### config.mk
export PLATFORM = sky130hd
export DESIGN_NAME = tdm_demux
export DESIGN_NICKNAME = d
export VERILOG_FILES = /design/src/rtl/tdm_demux.sv
export SDC_FILE = /design/constraint.sdc
export NUM_CORES = 1
export LEC_CHECK = 0
export ABC_CLOCK_PERIOD_IN_PS = 3610
export BUFFER_PORTS_ARGS = -buffer_cell sky130_fd_sc_hd__clkbuf_2
export CORE_MARGIN = 1.5
export CORE_UTILIZATION = 40
export DETAILED_ROUTE_END_ITERATION = 12
export PLACE_DENSITY = 0.59
export SYNTH_ARGS = -nofsm -noshare
export SYNTH_HDL_FRONTEND = slang
export SYNTH_SLANG_ARGS = --single-unit
### constraint.sdc
create_clock -name clk -period 3.61 [get_ports clk]
set_clock_uncertainty 0.05 [all_clocks]
set_input_delay 0.5415 -clock clk [delete_from_list [all_inputs] [get_ports clk]]
set_output_delay 0.5415 -clock clk [all_outputs]
set_load 0.01 [all_outputs]
### src/rtl/tdm_demux.sv
// tdm_demux: serial TDM receiver that aligns on frame markers and presents N lanes once per frame.
module tdm_demux #(
    parameter  int N  = 4,
    localparam int SW = $clog2(N)
) (
    input  logic         clk,
    input  logic         reset,
    input  logic         in,
    input  logic         valid,
    input  logic         frame,
    output logic [N-1:0] out,
    output logic         out_valid,
    output logic         locked,
    output logic         sync_err
);
    logic [SW-1:0] r_slot;
    logic [N-1:0]  r_shadow;
    logic [N-1:0]  r_out;
    logic          r_out_valid;
    logic          r_locked;
    logic          r_sync_err;
    logic          w_slot_zero;
    logic          w_slot_last;
    assign w_slot_zero = r_slot == '0;
    assign w_slot_last = r_slot == SW'(N - 1);
    always_ff @(posedge clk or negedge reset) begin
        if (!reset) begin
            r_slot      <= '0;
            r_shadow    <= '0;
            r_out       <= '0;
            r_out_valid <= 1'b0;
            r_locked    <= 1'b0;
            r_sync_err  <= 1'b0;
        end else begin
            r_out_valid <= 1'b0;
            r_sync_err  <= 1'b0;
            if (valid) begin
                if (frame) begin
                    // a marker before the last slot means the frame was short; its bits are dropped
                    r_shadow[0] <= in;
                    r_slot      <= SW'(1);
                    r_locked    <= 1'b1;
                    r_sync_err  <= r_locked && !w_slot_zero;
                end else if (r_locked) begin
                    if (w_slot_zero) begin
                        r_sync_err <= 1'b1;
                        r_locked   <= 1'b0;
                    end else if (w_slot_last) begin
                        r_out       <= {in, r_shadow[N-2:0]};
                        r_out_valid <= 1'b1;
                        r_slot      <= '0;
                    end else begin
                        r_shadow[r_slot] <= in;
                        r_slot           <= r_slot + SW'(1);
                    end
                end
            end
        end
    end
    assign out       = r_out;
    assign out_valid = r_out_valid;
    assign locked    = r_locked;
    assign sync_err  = r_sync_err;
endmodule

==> results.yml <==
outcome:
  status: "completed"
synthesis:
  synthTopCellsByCount: "dfrtp_1 (12), ha_1 (6), mux2_2 (6)"
  synth_ff_type: "dfrtp_1"
  synth_top_cell_by_area: "dfrtp_1"
  synth_edf_count: 0
  async_flop_share: 1.00
  ys_ff_latch: 12
  synth_area_leaders: "dfrtp_1 (48%), ha_1 (12%), mux2_2 (11%)"
  netlist_instances: 48
  synth_area_sq_um: 626
  yosysWarnings: 0
  yosysMostFrequentCell: "dfrtp_1"
  yosysSeqAreaShare: 0.480
  synth_top_area_share: 0.480
  synth_cell_types: 21
  syn_nets: 59
  syn_avg_cell_area_sq_um: 13.0
power:
  switchingPower_mw: 0.174
  p_per_area_nw_per_um2: 712
  intPower_mw: 0.339
  seq_power_share: 0.430
  cellLeakagePower_nw: 0.356
  power.share.switching: 0.340
  power.clock.fraction: 0.205
  comb_power_share: 0.365
  peakVddDrop_mv: 0.430
placed_design:
  portBuffers: 11
  hpwl_um: 757
  globalplace.congestion: 0.729
  placed_cell_area_sq_um: 684
  place_ws_ns: 1.86
clock_network:
  clock_path_buffers: 2
  clockRootBuffer: "clkbuf_4"
  postCtsSetupBuffers: 0
  cts_inserted_buffers: 3
  cts.clk_slew.worst_paths_ns: 0.07
  holdBufCountCts: 0
  tritoncts: "built"
  h-tree-depth: 1
  clock_latency_ns: 0.27
  ctsResizeCount: 0
  clock-sinks: 12
layout:
  nNetsFinal: 73
  regArea_sq_um: 300
  fin_util: 0.484
  multi_input_area_sq_um: 302
  fillerInstances: 143
  drive_gt1_frac: 0.377
  final_area_sq_um: 721
  num_antenna_cells: 0
  area_delta_synth_final_pct: 15.2
setup_path:
  cp.arrival_ns: 1.84
  cp_data_required_time_ns: 3.72
  crit_path_start: "r_slot[0]"
  critPathLaunchType: "register"
  regToRegStartpoint: "r_slot[0]"
  cp_max_fo: 6
  critPathCaptureType: "register"
  critPathKind: "register to register"
floorplan:
  core_sq_um: 1490
  initial_core_util: 0.420
  io_pins: 12
  fp.dieW_um: 42.5
  die_h_um: 42.5
  floorplan.die_area_sq_um: 1810
  rows: 14
hold_path:
  hold_class: "primary input to async pin"
sta:
  setup_viol: 0
  tightestPinTransition_ns: 0.336
  fin_crit_ns: 1.73
  finalWorstSetupSlack_ns: 1.88
  setup-tns-final_ns: 0
  fmax_ghz: 0.579
  finalCritPeriodShare: 0.479
  finalMaxSlewViolations: 0
  rsz0062_at_grt: "no"
  hold_violations: 0
  slew_headroom: 0.775
route:
  drc: 0
  drt_iter0_markers: 1
  via_count: 405
  first_pass_iters: 2
  wirelength_um: 974
  wire_per_inst_um: 12.6
  via_per_inst: 5.26
  antenna_left: 0
global_route:
  grt_pass1_vias: 386
  grt_pass1_wl_um: 1780
  antenna_found_initial: 0
  gr-total-overflow: 0
  track_usage: 0.132
  grt_max_degree: 13
job:
  cap_violations: 0
-- metal layers --
layer / global-route usage / share of wire
met1: 0.192 / 0.51
met2: 0.175 / 0.42
met3: 0.0431 / 0.047
met4: 0.0563 / 0.022
met5: 0 / 0
-- final timing paths --
path / cells past startpoint / slack [ns] / endpoint
setup / recovery: 4 / 1.88 / out[0]
hold / removal: 1 / 0.09 / out[2]
setup reg to reg: 4 / 1.88 / out[0]
hold reg to reg: 1 / 0.45 / r_shadow[0]
max in group asynchronous: 1 / 3.20 / out[0]
min in group clk: 1 / 0.45 / r_shadow[0]
-- stage by stage --
stage               power, mW  hold slack [ns]  instances
floorplan               0.356            0.196         48
detailed placement      0.414            0.389         73
global placement        0.415            0.392         73
global route            0.558            0.102         77
finish                  0.513           0.0872         77
CTS                     0.521           0.0923         77
-- placed cells by master, fill, tap and decap left out --
| master | n |
|---|---|
| a211oi_1 | 1 |
| a221o_1 | 1 |
| a22o_1 | 1 |
| a32o_1 | 1 |
| and4b_1 | 1 |
| clkbuf_2 | 11 |
| clkbuf_4 | 3 |
| clkbuf_8 | 1 |
| dfrtp_1 | 12 |
| ha_1 | 6 |
| inv_1 | 2 |
| mux2_2 | 6 |
| nand2_1 | 4 |
| nand2_4 | 1 |
| nand2b_1 | 1 |
| nor2_1 | 1 |
| nor2b_1 | 1 |
| nor3b_1 | 1 |
| nor4b_4 | 1 |
| nor4bb_1 | 2 |
| o21ai_0 | 2 |
| o2bb2ai_1 | 1 |
-- flip-flops by register name, summed over array words and instances, names as in the netlist --
name / count
sync_err: 1
r_slot: 2
out: 4
locked: 1
out_valid: 1
r_shadow: 3
-- cells by family (layout without fill, tap and decap cells) --
logic type,Yosys count,in the layout,share of synthesized area
AOI/OAI and AO/OA,7,7,0.0880
adders and majority gates,6,6,0.120
buffers and inverters,4,17,0.0380
DFF,12,12,0.480
muxes,6,6,0.108
and+or+nand+nor,13,13,0.166
-- power by group through the flow --
stage	registers (mW)	logic, mW	clock network [mW]
floorplan	0.229	0.127	0
global placement	0.224	0.190	0
detailed placement	0.225	0.189	0
CTS	0.222	0.191	0.109
global route	0.230	0.212	0.115
finish	0.221	0.187	0.105
-- critical path, stage by stage, from the launching register on --
cell	delay, ns
dfrtp_1	0.45
inv_1	0.11
ha_1	0.28
nor4b_4	0.34
mux2_2	0.38
-- final cells by class --
cell class | count | area share
repair buffers | 11 | 0.0764
well taps | 16 | 0.0278
clock buffers | 4 | 0.0503
inverters | 2 | 0.0104
multi-input cells | 32 | 0.418
flip-flops and latches | 12 | 0.417
(Power assumes the default switching activity.)
